$ cat config.mk
export PLATFORM = sky130hd
export DESIGN_NAME = io_output_bank_flat
export DESIGN_NICKNAME = d
export VERILOG_FILES = /design/src/rtl/io_output_bank_if.sv /design/src/rtl/io_output_bank.sv /design/src/flat_wrapper.sv
export SDC_FILE = /design/constraint.sdc
export NUM_CORES = 1
export LEC_CHECK = 0
export ABC_CLOCK_PERIOD_IN_PS = 5650
export BUFFER_PORTS_ARGS = -buffer_cell sky130_fd_sc_hd__buf_2
export CORE_UTILIZATION = 25
export CTS_CLUSTER_SIZE = 10
export DETAILED_ROUTE_END_ITERATION = 16
export GPL_ROUTABILITY_DRIVEN = 0
export PLACE_DENSITY_LB_ADDON = 0.3
export SYNTH_ARGS = -nofsm -noshare
export SYNTH_HDL_FRONTEND = slang
export SYNTH_SLANG_ARGS = --single-unit
$ cat constraint.sdc
create_clock -name clk -period 5.65 [get_ports clk]
set_clock_uncertainty 0.1 [all_clocks]
set_input_delay 0.565 -clock clk [delete_from_list [all_inputs] [get_ports clk]]
set_output_delay 0.565 -clock clk [all_outputs]
set_load 0.01 [all_outputs]
$ cat src/rtl/io_output_bank_if.sv
// Bus bundle for the gpgpu io_* port as seen by a memory-mapped peripheral.
interface io_output_bank_if;
    logic        io_write_en;
    logic        io_read_en;
    logic [31:0] io_address;
    logic [31:0] io_write_data;
    logic [31:0] io_read_data;
    logic        io_read_valid;

    modport master (
        output io_write_en,
        output io_read_en,
        output io_address,
        output io_write_data,
        input  io_read_data,
        input  io_read_valid
    );

    modport slave (
        input  io_write_en,
        input  io_read_en,
        input  io_address,
        input  io_write_data,
        output io_read_data,
        output io_read_valid
    );
endinterface

$ cat src/rtl/io_output_bank.sv
// Memory-mapped output register bank: DATA/SET/CLEAR aliases per channel plus a
// write-to-clear event counter, with registered one-cycle-latency readback.
module io_output_bank #(
    parameter logic [31:0] BASE_ADDR     = 32'h0,
    parameter int          NUM_CHANNELS  = 6,
    parameter int          CHANNEL_WIDTH = 18,
    parameter logic [31:0] RESET_VALUE   = 32'h0,
    parameter int          COUNTER_WIDTH = 32
) (
    input  logic                                  clk,
    input  logic                                  reset,
    io_output_bank_if.slave                       bus,
    input  logic                                  event_in,
    output logic [NUM_CHANNELS*CHANNEL_WIDTH-1:0] channel_out
);

    localparam logic [4:0]               NUM_CH   = 5'(NUM_CHANNELS);
    localparam logic [CHANNEL_WIDTH-1:0] CH_RESET = RESET_VALUE[CHANNEL_WIDTH-1:0];

    logic [CHANNEL_WIDTH-1:0] channel_q [NUM_CHANNELS];
    logic [CHANNEL_WIDTH-1:0] channel_d [NUM_CHANNELS];
    logic [COUNTER_WIDTH-1:0] counter_q;
    logic [COUNTER_WIDTH-1:0] counter_d;
    logic [31:0]              readData_q;
    logic [31:0]              readData_d;
    logic                     readValid_q;

    logic                     inWindow;
    logic [1:0]               region;
    logic [3:0]               chanIdx;
    logic                     chanHit;
    logic                     countHit;
    logic [CHANNEL_WIDTH-1:0] writeBits;
    logic                     unusedBits;

    // Offset bits [7:6] pick DATA/SET/CLEAR/COUNT, [5:2] pick the channel; the
    // window test relies on BASE_ADDR being 256-byte aligned.
    assign inWindow   = (bus.io_address[31:8] == BASE_ADDR[31:8]);
    assign region     = bus.io_address[7:6];
    assign chanIdx    = bus.io_address[5:2];
    assign chanHit    = inWindow && (region != 2'd3) && ({1'b0, chanIdx} < NUM_CH);
    assign countHit   = inWindow && (region == 2'd3) && (chanIdx == 4'd0);
    assign writeBits  = bus.io_write_data[CHANNEL_WIDTH-1:0];
    assign unusedBits = ^{bus.io_write_data, bus.io_address[1:0]};

    always_comb begin
        for (int i = 0; i < NUM_CHANNELS; i++) begin
            channel_d[i] = channel_q[i];
            if (bus.io_write_en && chanHit && (chanIdx == 4'(i))) begin
                case (region)
                    2'd0:    channel_d[i] = writeBits;
                    2'd1:    channel_d[i] = channel_q[i] | writeBits;
                    2'd2:    channel_d[i] = channel_q[i] & ~writeBits;
                    default: channel_d[i] = channel_q[i];
                endcase
            end
        end
    end

    // A clear in the same cycle as an event wins; the event is dropped.
    always_comb begin
        counter_d = counter_q;
        if (bus.io_write_en && countHit) begin
            counter_d = '0;
        end else if (event_in) begin
            counter_d = counter_q + COUNTER_WIDTH'(1);
        end
    end

    always_comb begin
        readData_d = readData_q;
        if (bus.io_read_en) begin
            readData_d = '0;
            if (countHit) begin
                readData_d = 32'(counter_q);
            end
            for (int i = 0; i < NUM_CHANNELS; i++) begin
                if (chanHit && (chanIdx == 4'(i))) begin
                    readData_d = 32'(channel_q[i]);
                end
            end
        end
    end

    always_ff @(posedge clk or posedge reset) begin
        if (reset) begin
            for (int i = 0; i < NUM_CHANNELS; i++) begin
                channel_q[i] <= CH_RESET;
            end
            counter_q   <= '0;
            readData_q  <= '0;
            readValid_q <= 1'b0;
        end else begin
            for (int i = 0; i < NUM_CHANNELS; i++) begin
                channel_q[i] <= channel_d[i];
            end
            counter_q   <= counter_d;
            readData_q  <= readData_d;
            readValid_q <= bus.io_read_en;
        end
    end

    assign bus.io_read_data  = readData_q;
    assign bus.io_read_valid = readValid_q;

    for (genvar g = 0; g < NUM_CHANNELS; g++) begin : gPack
        assign channel_out[g*CHANNEL_WIDTH +: CHANNEL_WIDTH] = channel_q[g];
    end

endmodule

$ cat src/flat_wrapper.sv
// flat-port wrapper written by rule: the top's interface ports become plain ports
module io_output_bank_flat 
#(
    parameter logic [31:0] BASE_ADDR     = 32'h0,
    parameter int          NUM_CHANNELS  = 6,
    parameter int          CHANNEL_WIDTH = 18,
    parameter logic [31:0] RESET_VALUE   = 32'h0,
    parameter int          COUNTER_WIDTH = 32
)
  (clk, reset, event_in, channel_out, bus_io_write_en, bus_io_read_en, bus_io_address, bus_io_write_data, bus_io_read_data, bus_io_read_valid);
  io_output_bank_if bus_i ();
  input  logic clk;
  input  logic reset;
  input  logic event_in;
  output logic [NUM_CHANNELS*CHANNEL_WIDTH-1:0] channel_out;
  input wire logic [$bits(bus_i.io_write_en)-1:0] bus_io_write_en;
  input wire logic [$bits(bus_i.io_read_en)-1:0] bus_io_read_en;
  input wire logic [$bits(bus_i.io_address)-1:0] bus_io_address;
  input wire logic [$bits(bus_i.io_write_data)-1:0] bus_io_write_data;
  output wire logic [$bits(bus_i.io_read_data)-1:0] bus_io_read_data;
  output wire logic [$bits(bus_i.io_read_valid)-1:0] bus_io_read_valid;
  assign bus_i.io_write_en = bus_io_write_en;
  assign bus_i.io_read_en = bus_io_read_en;
  assign bus_i.io_address = bus_io_address;
  assign bus_i.io_write_data = bus_io_write_data;
  assign bus_io_read_data = bus_i.io_read_data;
  assign bus_io_read_valid = bus_i.io_read_valid;
  io_output_bank #(.BASE_ADDR(BASE_ADDR), .NUM_CHANNELS(NUM_CHANNELS), .CHANNEL_WIDTH(CHANNEL_WIDTH), .RESET_VALUE(RESET_VALUE), .COUNTER_WIDTH(COUNTER_WIDTH)) u_core (.clk(clk), .reset(reset), .bus(bus_i), .event_in(event_in), .channel_out(channel_out));
endmodule
==> impl_metrics.env <==
export IMPL_multiInputGateArea_um2=3780
export IMPL_critPathBufInv=4
export IMPL_fin_nets=1121
export IMPL_first_pass_iters=5
export IMPL_status="finished, final reports clean"
export IMPL_rsz0062_at_grt="false"
export IMPL_ys_async_sr_fraction=1.000
export IMPL_p_switching_w=0.0007726
export IMPL_switching_share=0.2845
export IMPL_wl_per_cell_um=20.02
export IMPL_ir_drop_uv=234.5
export IMPL_fp_dieH_um=186.7
export IMPL_drc=0
export IMPL_p_int_w=0.001943
export IMPL_grt_max_degree=63
export IMPL_reg2reg_to="u_core.counter_q[28]"
export IMPL_htreeDepth=4
export IMPL_synth_seq_area_share=0.5079
export IMPL_synth_area_um2=8524
export IMPL_max_cap_violations=0
export IMPL_drt_first_iter_violations=603
export IMPL_clock_path_buffers=2
export IMPL_io_pins=210
export IMPL_ys_types=45
export IMPL_crit_family="simple AND/OR/NAND/NOR gates"
export IMPL_crit_top_cell="buf_4"
export IMPL_finalHoldViolations=0
export IMPL_vias=7641
export IMPL_grt_antenna_before_repair=1
export IMPL_slew_headroom=0.1922
export IMPL_num_rows=67
export IMPL_max_stage_delay_ns=0.64
export IMPL_r2r_cells=6
export IMPL_synth_flop_cell="dfrtp_1"
export IMPL_r2r_start="u_core.counter_q[0]"
export IMPL_finalSetupViolations=0
export IMPL_synth_top_area_share=0.5079
export IMPL_synth_warnings=0
export IMPL_max_freq_mhz=282.0
export IMPL_utilization=0.3125
export IMPL_dp_cells=1476
export IMPL_startpoint_type="input port"
export IMPL_post_cts_setup_buffer_count=0
export IMPL_crit_type="in -> reg"
export IMPL_cp_required_ns=5.90
export IMPL_cts_tree="built"
export IMPL_cp_max_fo=25
export IMPL_area_growth_pct=22.93
export IMPL_grt_pass1_wl_mm=45.95
export IMPL_clkLatencyLatePin_ns=0.44
export IMPL_synthTopCellsByArea="dfrtp_1 (51%), a21oi_1 (12%), and3_1 (2.2%)"
export IMPL_hold_class="in -> async"
export IMPL_ys_ff_latch=173
export IMPL_register_area_um2=4329
export IMPL_leakage_nw=5.220
export IMPL_cts_made_buffers=17
export IMPL_finalCritPeriodShare=0.6277
export IMPL_power_density_nw_per_um2=259.2
export IMPL_core_um2=33530
export IMPL_initial_core_util=0.2542
export IMPL_p_total_w=0.002716
export IMPL_max_slew_worst_pin_slew_ns=1.206
export IMPL_port_buffers=193
export IMPL_clkPwrFrac=0.420
export IMPL_cts_sinks=173
export IMPL_syn_instance_count=878
export IMPL_grt_pass1_vias=7255
export IMPL_combPwrFrac=0.097
export IMPL_critPathSlowestCell="and4b_1"
export IMPL_yosys_area_top_type="dfrtp_1"
export IMPL_cp_arrival_ns=3.80
export IMPL_antenna_cells=0
export IMPL_synth_edf_count=0
export IMPL_ctsHoldBuffers=0
export IMPL_grt_usage=0.1745
export IMPL_crit_path_cell_trace="buf_2 > ha_1 > buf_4 > a211oi_4 > nand4_2 > nor2_2 > buf_4 > and4b_1 > buf_4 > a21oi_1 > a21oi_1"
export IMPL_post_dp_hpwl_mm=20.69
export IMPL_cts_repair_resized=0
export IMPL_final_cell_count_no_fill=1507
export IMPL_clk_pin_slew_ns=0.08
export IMPL_slew_violations=0
export IMPL_viasPerCell=5.070
export IMPL_die_w_um=186.7
export IMPL_routed_wl_mm=30.18
export IMPL_grt_overflow_total=0
export IMPL_avgSynthCellArea_um2=9.709
export IMPL_ant_nets=0
export IMPL_r2r_slack_ns=3.15
export IMPL_seq_power_share=0.483
export IMPL_setup_tns_final_ns=0
export IMPL_post_place_ws_ns=1.603
export IMPL_synth_net_count=952
export IMPL_cts_root_buf="clkbuf_16"
export IMPL_cp_end_kind="flip-flop"
export IMPL_drive_above_1_share=0.2786
export IMPL_period_needed_ns=3.547
export IMPL_nFillCells=3506
export IMPL_die_area_um2=34840
export IMPL_fin_ws_ns=2.103
[cell usage after synthesis (all sizes together) (13+ instances only)]
master / n
nand2b: 14
buf: 31
nand4: 28
nor2b: 15
and3: 30
nor2: 43
a211oi: 19
a21o: 18
dfrtp: 173
o21ai: 30
a21oi: 219
xnor2: 13
a22o: 18
xor2: 15
nand2: 42
inv: 40
clkbuf: 31
[sequential cells by signal, indices dropped and copies added (netlist names)]
name and cells:
u_core.bus.io_read_data 32, u_core.channel_out 108, u_core.counter_q 32, u_core.bus.io_read_valid 1
[kinds of logic after synthesis]
logic type	count (synthesis)	synth area share
AND/OR/NAND/NOR	218	0.1484
flip-flops	173	0.5079
multiplexers	6	0.007779
XOR/XNOR	28	0.02877
adder cells (fa/ha/maj)	5	0.007339
buffers and inverters	102	0.05357
AO/OA/AOI/OAI	346	0.2463
[metal layers]
layer,part of all wire,vias up,global-route usage,wire length [µm]
li1,-,3540,-,-
met1,0.47,3746,0.2463,14050
met2,0.44,326,0.2656,13320
met3,0.077,27,0.04175,2331
met4,0.015,2,0.04603,461
met5,0.00043,-,0,13
[cell type report]
| type | count | share of cell area |
|---|---|---|
| repair buffers | 212 | 0.1058 |
| clock buffers | 18 | 0.04191 |
| clock inverters | 13 | 0.01015 |
| flip-flops and latches | 173 | 0.4131 |
| well taps | 448 | 0.05349 |
| multi-input cells | 603 | 0.3607 |
| inverters | 40 | 0.01481 |
[worst max path at each step]
stage | start | endpoint | cells past startpoint
finish | bus_io_address[6] | u_core.channel_out[81] | 11
global route | bus_io_address[6] | u_core.channel_out[78] | 11
CTS | bus_io_address[6] | u_core.channel_out[86] | 11
detailed placement | bus_io_address[6] | u_core.channel_out[80] | 11
global placement | bus_io_address[6] | u_core.channel_out[77] | 11
floorplan | reset | u_core.bus.io_read_data[0] | 1
[placed cells by master (no fill, tap or decap), types with 3 or more instances in the layout]
cell type / synthesis / routed
xor2_1: 15 / 15
a41oi_1: 5 / 5
a21oi_1: 209 / 209
nand3_1: 12 / 12
buf_2: 17 / 193
a22oi_1: 12 / 12
and4_1: 6 / 6
clkbuf_16: 0 / 17
o21ai_0: 30 / 30
ha_1: 5 / 5
a32oi_1: 12 / 12
a211oi_1: 19 / 18
nor2_1: 41 / 40
a21o_1: 18 / 18
mux2_2: 5 / 5
xnor2_1: 13 / 13
inv_6: 0 / 7
a21oi_2: 10 / 10
nor2b_1: 15 / 13
nor3_1: 5 / 5
o221a_2: 12 / 12
buf_4: 10 / 19
nor3_2: 4 / 3
nand2_1: 42 / 42
a22o_1: 18 / 18
and3_1: 30 / 30
nor4_2: 7 / 6
nand4_1: 26 / 26
nand2b_1: 14 / 14
inv_1: 40 / 39
clkinv_2: 0 / 3
or3_1: 3 / 3
dfrtp_1: 173 / 173
[power groups by stage]
| stage | logic, W | registers, W | clock network, W |
|---|---|---|---|
| final | 0.000264 | 0.00131 | 0.00114 |
| after global routing | 0.000297 | 0.00132 | 0.00122 |
| after CTS | 0.000266 | 0.00131 | 0.00117 |
| after detailed placement | 0.000265 | 0.00134 | 0 |
| after global placement | 0.000261 | 0.00133 | 0 |
| after floorplan | 0.000165 | 0.00133 | 0 |
[stage by stage]
step                hold slack [ns]  cell area, µm²
finish                      0.07351           10480
global route                0.09743           10480
CTS                         0.08247           10480
detailed placement           0.3920            9933
global placement             0.3845            9933
floorplan                    0.3704            8524
[worst reg2reg max path, delay by kind of cell, from the launching register on]
kind	cells	cell delay [ns]
adder cells (fa/ha/maj)	1	0.20
flip-flops	1	0.44
AO/OA/AOI/OAI	1	0.14
AND/OR/NAND/NOR	4	1.54
No activity file was read; power rests on OpenSTA's default activity.
